$ cat config.mk
export PLATFORM = sky130hd
export DESIGN_NAME = spi_slave_param
export DESIGN_NICKNAME = d
export VERILOG_FILES = /design/src/rtl/spi_slave_param.sv
export SDC_FILE = /design/constraint.sdc
export NUM_CORES = 1
export LEC_CHECK = 0
export BUFFER_PORTS_ARGS = -buffer_cell sky130_fd_sc_hd__buf_2
export CORE_UTILIZATION = 60
export DETAILED_ROUTE_END_ITERATION = 12
export HOLD_SLACK_MARGIN = 0.08
export PLACE_DENSITY = 0.83
export SLEW_MARGIN = 15
export SYNTH_ARGS = -nofsm -noshare
export SYNTH_HDL_FRONTEND = slang
export SYNTH_SLANG_ARGS = --single-unit
$ cat constraint.sdc
create_clock -name clk -period 3.7 [get_ports clk]
set_clock_uncertainty 0.1 [all_clocks]
set_input_delay 0.37 -clock clk [delete_from_list [all_inputs] [get_ports clk]]
set_output_delay 0.37 -clock clk [all_outputs]
set_load 0.02 [all_outputs]
$ cat src/rtl/spi_slave_param.sv
// SPI slave front end: deserialises (DATA_W+2)-bit command frames from MOSI and
// serialises RAM read data onto MISO, flagging aborted or out-of-sequence frames.
module spi_slave_param #(
  parameter int DATA_W       = 8,
  parameter bit TX_MSB_FIRST = 1'b1
) (
  input  logic              clk,
  input  logic              rst_n,
  input  logic              SS_n,
  input  logic              MOSI,
  input  logic              tx_valid,
  input  logic [DATA_W-1:0] tx_data,
  output logic              MISO,
  output logic [DATA_W+1:0] rx_data,
  output logic              rx_valid,
  output logic              frame_err,
  output logic              busy
);
  localparam int FRAME_W = DATA_W + 2;
  localparam int CNT_W   = $clog2(FRAME_W + 1);
  localparam logic [CNT_W-1:0] LAST_RX = CNT_W'(FRAME_W - 1);
  localparam logic [CNT_W-1:0] LAST_TX = CNT_W'(DATA_W);

  typedef enum logic [2:0] {
    IDLE, CHK_CMD, WRITE, READ_ADD, READ_DATA, WAIT_TX, SEND, DONE
  } state_e;

  state_e               state_reg, state_next;
  logic [FRAME_W-2:0]   shift_reg, shift_next;
  logic [CNT_W-1:0]     cnt_reg, cnt_next;
  logic [DATA_W-1:0]    tx_shift_reg, tx_shift_next;
  logic                 rd_flag_reg, rd_flag_next;
  logic                 miso_reg, miso_next;
  logic [FRAME_W-1:0]   rx_data_reg, rx_data_next;
  logic                 rx_valid_reg, rx_valid_next;
  logic                 frame_err_reg, frame_err_next;
  logic [FRAME_W-1:0]   frame_full;
  logic [DATA_W-1:0]    tx_ordered;

  // Reorder tx_data once so the shifter always sends from its top bit.
  for (genvar gi = 0; gi < DATA_W; gi++) begin : g_order
    if (TX_MSB_FIRST) begin : g_msb
      assign tx_ordered[gi] = tx_data[gi];
    end else begin : g_lsb
      assign tx_ordered[gi] = tx_data[DATA_W-1-gi];
    end
  end

  assign frame_full = {shift_reg, MOSI};

  always_ff @(posedge clk or negedge rst_n) begin
    if (!rst_n) begin
      state_reg     <= IDLE;
      shift_reg     <= '0;
      cnt_reg       <= '0;
      tx_shift_reg  <= '0;
      rd_flag_reg   <= 1'b0;
      miso_reg      <= 1'b0;
      rx_data_reg   <= '0;
      rx_valid_reg  <= 1'b0;
      frame_err_reg <= 1'b0;
    end else begin
      state_reg     <= state_next;
      shift_reg     <= shift_next;
      cnt_reg       <= cnt_next;
      tx_shift_reg  <= tx_shift_next;
      rd_flag_reg   <= rd_flag_next;
      miso_reg      <= miso_next;
      rx_data_reg   <= rx_data_next;
      rx_valid_reg  <= rx_valid_next;
      frame_err_reg <= frame_err_next;
    end
  end

  always_comb begin
    state_next     = state_reg;
    shift_next     = shift_reg;
    cnt_next       = cnt_reg;
    tx_shift_next  = tx_shift_reg;
    rd_flag_next   = rd_flag_reg;
    miso_next      = miso_reg;
    rx_data_next   = rx_data_reg;
    rx_valid_next  = 1'b0;
    frame_err_next = 1'b0;
    case (state_reg)
      IDLE: begin
        miso_next = 1'b0;
        cnt_next  = '0;
        if (!SS_n) state_next = CHK_CMD;
      end
      CHK_CMD: begin
        if (SS_n) begin
          frame_err_next = 1'b1;
          miso_next      = 1'b0;
          state_next     = IDLE;
        end else begin
          shift_next = frame_full[FRAME_W-2:0];
          cnt_next   = CNT_W'(1);
          if (!MOSI)           state_next = WRITE;
          else if (rd_flag_reg) state_next = READ_DATA;
          else                 state_next = READ_ADD;
        end
      end
      WRITE, READ_ADD, READ_DATA: begin
        shift_next = frame_full[FRAME_W-2:0];
        cnt_next   = cnt_reg + CNT_W'(1);
        if (cnt_reg == LAST_RX) begin
          // Read commands must alternate: address (10) then data (11).
          if (state_reg == WRITE || frame_full[FRAME_W-2] == rd_flag_reg) begin
            rx_data_next  = frame_full;
            rx_valid_next = 1'b1;
            if (state_reg == READ_ADD) rd_flag_next = 1'b1;
            state_next = (state_reg == READ_DATA) ? WAIT_TX : DONE;
          end else begin
            frame_err_next = 1'b1;
            state_next     = DONE;
          end
          if (SS_n) state_next = IDLE;
        end else if (SS_n) begin
          frame_err_next = 1'b1;
          miso_next      = 1'b0;
          state_next     = IDLE;
        end
      end
      WAIT_TX: begin
        if (SS_n) begin
          frame_err_next = 1'b1;
          miso_next      = 1'b0;
          state_next     = IDLE;
        end else if (tx_valid) begin
          miso_next     = tx_ordered[DATA_W-1];
          tx_shift_next = {tx_ordered[DATA_W-2:0], 1'b0};
          cnt_next      = CNT_W'(1);
          state_next    = SEND;
        end
      end
      SEND: begin
        if (SS_n) begin
          frame_err_next = 1'b1;
          miso_next      = 1'b0;
          state_next     = IDLE;
        end else if (cnt_reg == LAST_TX) begin
          miso_next    = 1'b0;
          rd_flag_next = 1'b0;
          state_next   = DONE;
        end else begin
          miso_next     = tx_shift_reg[DATA_W-1];
          tx_shift_next = {tx_shift_reg[DATA_W-2:0], 1'b0};
          cnt_next      = cnt_reg + CNT_W'(1);
        end
      end
      DONE: begin
        miso_next = 1'b0;
        if (SS_n) state_next = IDLE;
      end
      default: state_next = IDLE;
    endcase
  end

  assign MISO      = miso_reg;
  assign rx_data   = rx_data_reg;
  assign rx_valid  = rx_valid_reg;
  assign frame_err = frame_err_reg;
  assign busy      = (state_reg != IDLE);

endmodule

==> results of run 1 <==
==> layout make-up <==
class | count | area share, %
clock buffer | 6 | 2.47
clock inverter | 2 | 1.80
inverter | 7 | 1.26
multi-input combinational | 112 | 41.4
sequential | 37 | 44.5
tap | 31 | 1.86
timing repair buffer | 27 | 6.73
==> stage by stage <==
step | hold WS, ns | total power [mW] | cell area (um^2) | utilization (%)
floorplan | -0.0256 | 0.639 | 1850 | -
global placement | 0.375 | 0.679 | 1980 | 70.1
detailed placement | 0.391 | 0.697 | 1980 | 70.1
CTS | 0.202 | 0.995 | 2080 | 73.6
global route | 0.216 | 1.04 | 2080 | 73.6
finish | 0.219 | 0.991 | 2080 | 73.6
==> final timing paths <==
check | endpoint | cells after the start
min in group asynchronous | MISO | 2
worst max register to register | rx_data[6] | 4
worst min-delay path | rx_data[0] | 2
max in group asynchronous | shift_reg[6] | 2
worst max-delay path | rx_data[6] | 4
worst min register to register | rx_data[2] | 1
==> power by group through the flow <==
stage,clock [mW],combinational (mW),sequential [mW]
floorplan,0,0.132,0.507
global placement,0,0.160,0.519
detailed placement,0,0.170,0.527
CTS,0.304,0.172,0.519
global route,0.317,0.190,0.529
finish,0.301,0.171,0.520
==> cells by family after synthesis <==
kind of cell | Yosys count | synth area share [%]
mux | 26 | 15.3
flops | 37 | 50.0
fa+ha+maj | 4 | 2.57
xor+xnor | 1 | 0.473
compound gates | 42 | 16.1
buf+inv | 14 | 3.51
simple gates | 39 | 12.0
==> Yosys cell counts (all sizes together), types with 2 or more instances <==
| cell | count |
|---|---|
| nand2b | 3 |
| dfrtp | 37 |
| a21oi | 13 |
| a32oi | 2 |
| nor2 | 5 |
| o311ai | 2 |
| nand3 | 5 |
| o21ai | 4 |
| a31oi | 7 |
| and3b | 2 |
| nor3 | 2 |
| ha | 3 |
| mux2 | 19 |
| buf | 6 |
| o2bb2ai | 2 |
| inv | 7 |
| nor2b | 5 |
| mux2i | 7 |
| nand3b | 2 |
| nand2 | 9 |
==> per-layer routing <==
layer,share of wire (%),vias up,track usage [%]
li1,-,659,-
met1,43,678,33.5
met2,50,39,39.0
met3,4.9,7,5.90
met4,1.7,0,14.6
met5,0,-,0
==> critical path: stages (launching register included) <==
cell,delay (ns)
dfrtp_1,0.57
nor2_1,0.29
a32oi_1,0.14
a21oi_1,0.82
mux2_2,0.42
==> what timing repair did <==
action	4_1_cts	5_1_grt
endpoints found under the hold margin	37	0
setup buffers	0	0
hold buffers	1	0
==> metrics, run 1 <==
non-filler instance count after layout 222; final setup margin 1.24 ns; P_int 711 uW; worst slack, placed 1.21 ns; multi-input logic area 861 um^2; max FFs per register 10; f_max 0.406 GHz; post_cts resized 0; RR Startpoint state_reg[1]; DRC viols 1; n_diodes 0; CP Launch Type flop; Clock Sinks 37; first-pass GRT wire length 6220 um; Avg Cell Area, Syn 11.4 um^2; Synth warnings 0; R2R Setup Slk 1.24 ns; Min-Delay Path Class in2reg; switching power total 280 uW; initial antenna violation count 0; Crit. Startpoint state_reg[1]; via count 1,383; layout cell share with drive strength beyond 1 29.8%; Final min period 2.46 ns; EDFF count, synth 0; Reg clk slew, reported paths 0.12 ns; worst relative slew slack 34.4%; Max Cap Viol 0; clock share of power 30.3%; drt total wl 3660 um; status complete, but fails checks; Reg area 926 um^2; post-DR vias/cell 6.23; largest net degree at the start of global routing 38; combinational power share 17.2%; total track usage 25.5%; Fin. Hold Viols 0; Cells after DPL 213; worst path required time 3.84 ns; Chip Height 57.6 um; Ports 27; register area share after synthesis 50.0%; DR pass1 iterations 9; clk buf depth 2; cts bufs inserted 5; Yosys top cell area share 50.0%; Final Setup Violations 0; Initial Utilization 65.5%; DR iter-0 viols 81; Synth Flop Type dfrtp_1; RSZ-0062 raised after global routing no; Sw Share 28.2%; Die Footprint 0.00331 mm^2; period utilization 66.5%; Tightest Pin Transition 0.984 ns; Final GP Congestion 0.823; hold path startpoint MOSI; num rows 19; Port-buffer cells 26; fillcell total 209; Mapped Area 0.00185 mm^2; setup TNS 0 ns; P_leak 1.01 nW; Slew Viols, Final 0; Synth area leader dfrtp_1; insertion delay to the later sink of the worst-skew pair 0.35 ns; CTS tree yes; most frequent cells in the layout dfrtp_1, buf_2, mux2_2; DP HPWL 2560 um; ys async rst share 100%; failing checks DRC; fin nets 206; grt ovf 0; Max VDD drop 0.000307 V; number of synthesized register bits 37; Core Box Area 0.00283 mm^2; Syn Inst Count 163; area grow syn2layout 12.4%; Syn Nets 179; Crit. End Element flop; top cells by area, synth dfrtp_1, mux2_2, mux2i_1; number of global-route vias before repair 1,320; die width 57.6 um; post-route antenna net violation count 0; kind of critical path reg2reg; WL/cell 16.5 um; leading cell type in the layout, fill and taps excluded dfrtp_1; clock root buffer clkbuf_4; CP Max Fanout 16; Worst EP arrival 2.60 ns; Pwr per Cell Area 476 mW/mm^2; H-Tree Depth 2; Synth cell types 43; Reg power frac 52.4%
Power figures use the tool's default switching activity.
==> inputs of run 2 (changes only) <==
--- a/config.mk
+++ b/config.mk
@@ -6,10 +6,10 @@
 export NUM_CORES = 1
 export LEC_CHECK = 0
 export BUFFER_PORTS_ARGS = -buffer_cell sky130_fd_sc_hd__buf_2
-export CORE_UTILIZATION = 60
+export CORE_UTILIZATION = 50
 export DETAILED_ROUTE_END_ITERATION = 12
 export HOLD_SLACK_MARGIN = 0.08
-export PLACE_DENSITY = 0.83
+export PLACE_DENSITY = 0.74
 export SLEW_MARGIN = 15
 export SYNTH_ARGS = -nofsm -noshare
 export SYNTH_HDL_FRONTEND = slang
==> constraint.sdc (replaced) <==
create_clock -name clk -period 2.1 [get_ports clk]
set_clock_uncertainty 0.1 [all_clocks]
set_input_delay 0.21 -clock clk [delete_from_list [all_inputs] [get_ports clk]]
set_output_delay 0.21 -clock clk [all_outputs]
set_load 0.02 [all_outputs]
==> metrics, run 2 (same netlist as run 1, synthesis figures left out) <==
insertion delay to the later sink of the worst-skew pair 0.29 ns (was 0.35 ns); worst path cell trace inv_1, ha_1, and3b_1, nor3_1, or3_4, mux2_2 (was nor2_1, a32oi_1, a21oi_1, mux2_2); first-pass GRT wire length 6380 um (was 6220 um); n_diodes 0 (unchanged); Slew Viols, Final 0 (unchanged); DR iter-0 viols 132 (was 81); DP HPWL 2580 um (was 2560 um); Core Box Area 0.00344 mm^2 (was 0.00283 mm^2); num rows 21 (was 19); Die Footprint 0.00395 mm^2 (was 0.00331 mm^2); Min-Delay Path Class in2reg (unchanged); setup TNS 0 ns (unchanged); Worst path top cell family by delay simple AND/OR/NAND/NOR gates (was compound AO/OA/AOI/OAI gates); grt ovf 0 (unchanged); Tot Pwr 1.72 mW (was 991 uW); f_max 0.509 GHz (was 0.406 GHz); fillcell total 298 (was 209); Worst path slowest cell dfrtp_1 (was a21oi_1); CTS tree yes (unchanged); R2R Setup Slk 0.14 ns (was 1.24 ns); Final min period 1.96 ns (was 2.46 ns); via count 1,424 (was 1,383); Reg clk slew, reported paths 0.07 ns (was 0.12 ns); initial antenna violation count 0 (unchanged); clock root buffer clkbuf_8 (was clkbuf_4); Max Cap Viol 0 (unchanged); kind of critical path reg2reg (unchanged); RSZ-0062 raised after global routing no (unchanged); critical path capture point cnt_reg[0] (was rx_data[6]); CP Launch Type flop (unchanged); area grow syn2layout 16.3% (was 12.4%); Crit. End Element flop (unchanged); worst path required time 2.17 ns (was 3.84 ns); CP peak stage delay 0.44 ns (was 0.82 ns); P_int 1.22 mW (was 711 uW); Port-buffer cells 26 (unchanged); Reg power frac 52.4% (about the same); period utilization 93.5% (was 66.5%); RR Startpoint cnt_reg[0] (was state_reg[1]); leading cell type in the layout, fill and taps excluded dfrtp_1 (unchanged); Fin. Hold Viols 0 (unchanged); cts bufs inserted 5 (unchanged); post_cts resized 0 (unchanged); worst relative slew slack 48.7% (was 34.4%); fin nets 213 (was 206); Chip Height 62.9 um (was 57.6 um); post-route antenna net violation count 0 (unchanged); Worst EP arrival 2.04 ns (was 2.60 ns); post-DR vias/cell 5.84 (was 6.23); Max VDD drop 0.000428 V (was 0.000307 V); Post-CTS Setup Bufs 0 (unchanged); DR pass1 iterations 4 (was 9); reg2reg end cnt_reg[0] (was rx_data[6]); Final GP Congestion 0.826 (was 0.823); largest net degree at the start of global routing 38 (unchanged); Buf+Inv Stages, Crit Path 1 (was 0); Final Setup Violations 0 (unchanged); final setup margin 0.136 ns (was 1.24 ns); Worst Reg-to-Reg Cells 6 (was 4); Crit. Startpoint cnt_reg[0] (was state_reg[1]); Tightest Pin Transition 0.769 ns (was 0.984 ns); WL/cell 14.7 um (was 16.5 um); layout cell share with drive strength beyond 1 32.3% (was 29.8%); clk buf depth 2 (unchanged); Ports 27 (unchanged); Post-CTS Hold Fix Bufs 1 (unchanged); P_leak 1.05 nW (was 1.01 nW); Initial Utilization 53.8% (was 65.5%); Crit path depth 6 (was 4); total track usage 21.0% (was 25.5%); Sw Share 29.3% (was 28.2%); worst slack, placed 0.162 ns (was 1.21 ns); drt total wl 3600 um (was 3660 um); switching power total 505 uW (was 280 uW); status finished, final reports clean (was complete, but fails checks); Clock Sinks 37 (unchanged); Pwr per Cell Area 801 mW/mm^2 (was 476 mW/mm^2); H-Tree Depth 2 (unchanged); clock share of power 28.7% (was 30.3%); number of global-route vias before repair 1,444 (was 1,320); most frequent cells in the layout dfrtp_1, buf_2, mux2_2 (unchanged); max FFs per register 10 (unchanged); combinational power share 19.0% (was 17.2%); DRC viols 0 (was 1); die width 62.9 um (was 57.6 um); CP Max Fanout 6 (was 16)
run 2: cell count changes in the layout (fill, tap and decap cells not counted):
cell,previous run,this run
clkbuf_4,5,0
buf_4,0,7
clkbuf_8,1,5
inv_6,0,1
bufinv_16,1,0
clkinv_2,0,1
run 2: layer usage:
layer | track usage, % | vias to the layer above | part of all wire (%)
li1 | - | 667 | -
met1 | 25.7 | 697 | 44
met2 | 34.4 | 54 | 47
met3 | 6.93 | 6 | 7.1
met4 | 7.85 | 0 | 1.2
met5 | 0 | - | 0
run 2: worst min-delay path by stage:
| stage | endpoint | cells after the start | from | slack (ns) |
|---|---|---|---|---|
| after floorplan | MISO | 0 | rst_n | -0.19 |
| after global placement | tx_shift_reg[2] | 1 | rst_n | 0.24 |
| after detailed placement | tx_shift_reg[2] | 1 | rst_n | 0.24 |
| after CTS | rx_data[0] | 2 | MOSI | 0.12 |
| after global routing | rx_data[0] | 2 | MOSI | 0.13 |
| final | rx_data[0] | 2 | MOSI | 0.13 |
run 2: final cells by class:
class | instances | area [um^2] | share of cell area [%]
clock buffers | 5 | 68.8 | 3.20
clock inverters | 3 | 21.3 | 0.988
inverters | 7 | 26.3 | 1.22
multi-input cells | 112 | 861 | 40.0
flip-flops and latches | 37 | 926 | 43.0
well taps | 46 | 57.6 | 2.67
repair buffers | 34 | 193 | 8.95
run 2: stage by stage:
stage / utilization [%] / cell area, um^2 / hold slack (ns) / cells
2_1_floorplan: - / 1850 / -0.186 / 163
3_5_place_dp: 59.7 / 2050 / 0.238 / 235
4_1_cts: 62.6 / 2150 / 0.121 / 244
6_report: 62.6 / 2150 / 0.135 / 244
3_3_place_gp: 59.7 / 2050 / 0.239 / 235
5_1_grt: 62.6 / 2150 / 0.133 / 244
run 2: power groups by stage:
stage	Sequential, mW	Combinational, mW	Clock (mW)
after floorplan	0.894	0.233	0
after global placement	0.907	0.309	0
after detailed placement	0.915	0.326	0
after CTS	0.903	0.329	0.512
after global routing	0.918	0.365	0.540
final	0.903	0.327	0.495
==> inputs of run 3 (changes only) <==
--- a/config.mk
+++ b/config.mk
@@ -6,10 +6,10 @@
 export NUM_CORES = 1
 export LEC_CHECK = 0
 export BUFFER_PORTS_ARGS = -buffer_cell sky130_fd_sc_hd__buf_2
-export CORE_UTILIZATION = 50
+export CORE_UTILIZATION = 60
 export DETAILED_ROUTE_END_ITERATION = 12
 export HOLD_SLACK_MARGIN = 0.08
-export PLACE_DENSITY = 0.74
+export PLACE_DENSITY = 0.83
 export SLEW_MARGIN = 15
 export SYNTH_ARGS = -nofsm -noshare
 export SYNTH_HDL_FRONTEND = slang
==> constraint.sdc (replaced) <==
create_clock -name clk -period 2.5 [get_ports clk]
set_clock_uncertainty 0.1 [all_clocks]
set_input_delay 0.25 -clock clk [delete_from_list [all_inputs] [get_ports clk]]
set_output_delay 0.25 -clock clk [all_outputs]
set_load 0.02 [all_outputs]
==> metrics, run 3 (same netlist as run 1, synthesis figures left out) <==
Max VDD drop 0.000488 V (was 0.000428 V); kind of critical path reg2reg (unchanged); P_int 1.06 mW (was 1.22 mW); worst slack, placed 0.490 ns (was 0.162 ns); Core Box Area 0.00283 mm^2 (was 0.00344 mm^2); P_leak 1.03 nW (was 1.05 nW); grt ovf 0 (unchanged); worst path cell trace nor2b_1, nand2_1, mux2i_1, a31oi_1 (was inv_1, ha_1, and3b_1, nor3_1, or3_4, mux2_2); Die Footprint 0.00331 mm^2 (was 0.00395 mm^2); Cells after DPL 216 (was 235); Buf+Inv Stages, Crit Path 0 (was 1); most frequent cells in the layout dfrtp_1, buf_2, mux2_2 (unchanged); via count 1,411 (was 1,424); Clock Sinks 37 (unchanged); Worst EP arrival 2.18 ns (was 2.04 ns); failing checks DRC; worst relative slew slack 46.7% (was 48.7%); combinational power share 17.6% (was 19.0%); area grow syn2layout 13.6% (was 16.3%); number of global-route vias before repair 1,306 (was 1,444); first-pass GRT wire length 6190 um (was 6380 um); Fin. Hold Viols 0 (unchanged); n_diodes 0 (unchanged); status complete, but fails checks (was finished, final reports clean); non-filler instance count after layout 225 (was 244); Sw Share 28.1% (was 29.3%); layout cell share with drive strength beyond 1 30.9% (was 32.3%); switching power total 413 uW (was 505 uW); cts bufs inserted 5 (unchanged); placed cell areas 0.00200 mm^2 (was 0.00205 mm^2); design area 0.00210 mm^2 (was 0.00215 mm^2); Ports 27 (unchanged); Post-CTS Setup Bufs 0 (unchanged); DR pass1 iterations 9 (was 4); clock share of power 30.0% (was 28.7%); WHS 0.104 ns (was 0.135 ns); DRC viols 1 (was 0); WL/cell 16.7 um (was 14.7 um); clk buf depth 2 (unchanged); CP peak stage delay 0.68 ns (was 0.44 ns); Final GP Congestion 0.837 (was 0.826); initial antenna violation count 0 (unchanged); Chip Height 57.6 um (was 62.9 um); fin nets 209 (was 213); Initial Utilization 65.5% (was 53.8%); total track usage 25.4% (was 21.0%); Reg clk slew, reported paths 0.11 ns (was 0.07 ns); Final min period 2.05 ns (was 1.96 ns); post-route antenna net violation count 0 (unchanged); post-DR vias/cell 6.27 (was 5.84); Slew Viols, Final 0 (unchanged); Tot Pwr 1.47 mW (was 1.72 mW); post_cts resized 0 (unchanged); CTS tree yes (unchanged); CP Launch Type flop (unchanged); Worst path top cell family by delay simple AND/OR/NAND/NOR gates (unchanged); leading cell type in the layout, fill and taps excluded dfrtp_1 (unchanged); CP Max Fanout 16 (was 6); die width 57.6 um (was 62.9 um); largest net degree at the start of global routing 38 (unchanged); fillcell total 203 (was 298); fin util 74.3% (was 62.6%); Min-Delay Path Class in2reg (unchanged); num rows 19 (was 21); insertion delay to the later sink of the worst-skew pair 0.34 ns (was 0.29 ns); f_max 0.487 GHz (was 0.509 GHz); Final Setup Violations 0 (unchanged); drt total wl 3770 um (was 3600 um); Tightest Pin Transition 0.800 ns (was 0.769 ns); DP HPWL 2630 um (was 2580 um); DR iter-0 viols 74 (was 132); worst path required time 2.62 ns (was 2.17 ns); Pwr per Cell Area 699 mW/mm^2 (was 801 mW/mm^2); final setup margin 0.445 ns (was 0.136 ns); clock root buffer clkbuf_4 (was clkbuf_8); setup TNS 0 ns (unchanged); RSZ-0062 raised after global routing no (unchanged); Port-buffer cells 26 (unchanged); max FFs per register 10 (unchanged); H-Tree Depth 2 (unchanged); Worst path slowest cell dfrtp_1 (unchanged); period utilization 82.2% (was 93.5%); Crit. End Element flop (unchanged); Max Cap Viol 0 (unchanged); Reg power frac 52.4% (about the same)
==> run 3: cell types whose count changed in the layout (fill, tap and decap cells not counted), sizes merged <==
cell and delta:
bufinv +1, clkinv -1, buf -4, clkbuf +1
inv -1
==> run 3: cell type report <==
class | instances | area [um^2] | area share [%]
flip-flops and latches | 37 | 926 | 44.0
multi-input cells | 112 | 861 | 40.9
repair buffers | 30 | 163 | 7.73
clock buffers | 6 | 51.3 | 2.44
well taps | 31 | 38.8 | 1.84
clock inverters | 2 | 37.5 | 1.78
inverters | 7 | 26.3 | 1.25
==> run 3: worst reg2reg max path, cell delays in order, from the launching register on <==
cell and delay [ns]:
dfrtp_1 0.68, nor2b_1 0.41, nand2_1 0.33, mux2i_1 0.28, a31oi_1 0.12
==> run 3: power groups by stage <==
stage               registers [mW]  logic, mW  clock network, mW
floorplan                    0.751      0.195                  0
global placement             0.768      0.241                  0
detailed placement           0.779      0.257                  0
CTS                          0.768      0.259              0.447
global route                 0.783      0.290              0.473
finish                       0.770      0.259              0.441
==> run 3: worst paths after layout <==
path                               from         endpoint  slack, ns  depth (start not counted)
max                        state_reg[1]  tx_shift_reg[5]       0.45                          4
min                                MOSI       rx_data[0]       0.10                          2
max reg2reg                state_reg[1]  tx_shift_reg[5]       0.45                          4
min reg2reg                  rx_data[3]       rx_data[3]       0.41                          1
max in group asynchronous         rst_n       rx_data[6]       1.36                          2
min in group asynchronous         rst_n     state_reg[0]       0.42                          2
==> run 3: repair_timing <==
item                                    in CTS  in global routing
hold buffers                                 1                  0
endpoints found under the hold margin       37                  0
endpoints found under the setup margin       0                  0
==> run 3: layer usage <==
metal / wire length, um / global-route usage [%] / vias to the layer above
li1: - / - / 666
met1: 1620 / 33.2 / 689
met2: 1870 / 39.5 / 46
met3: 218 / 7.48 / 10
met4: 63 / 10.8 / 0
met5: 0 / 0 / -
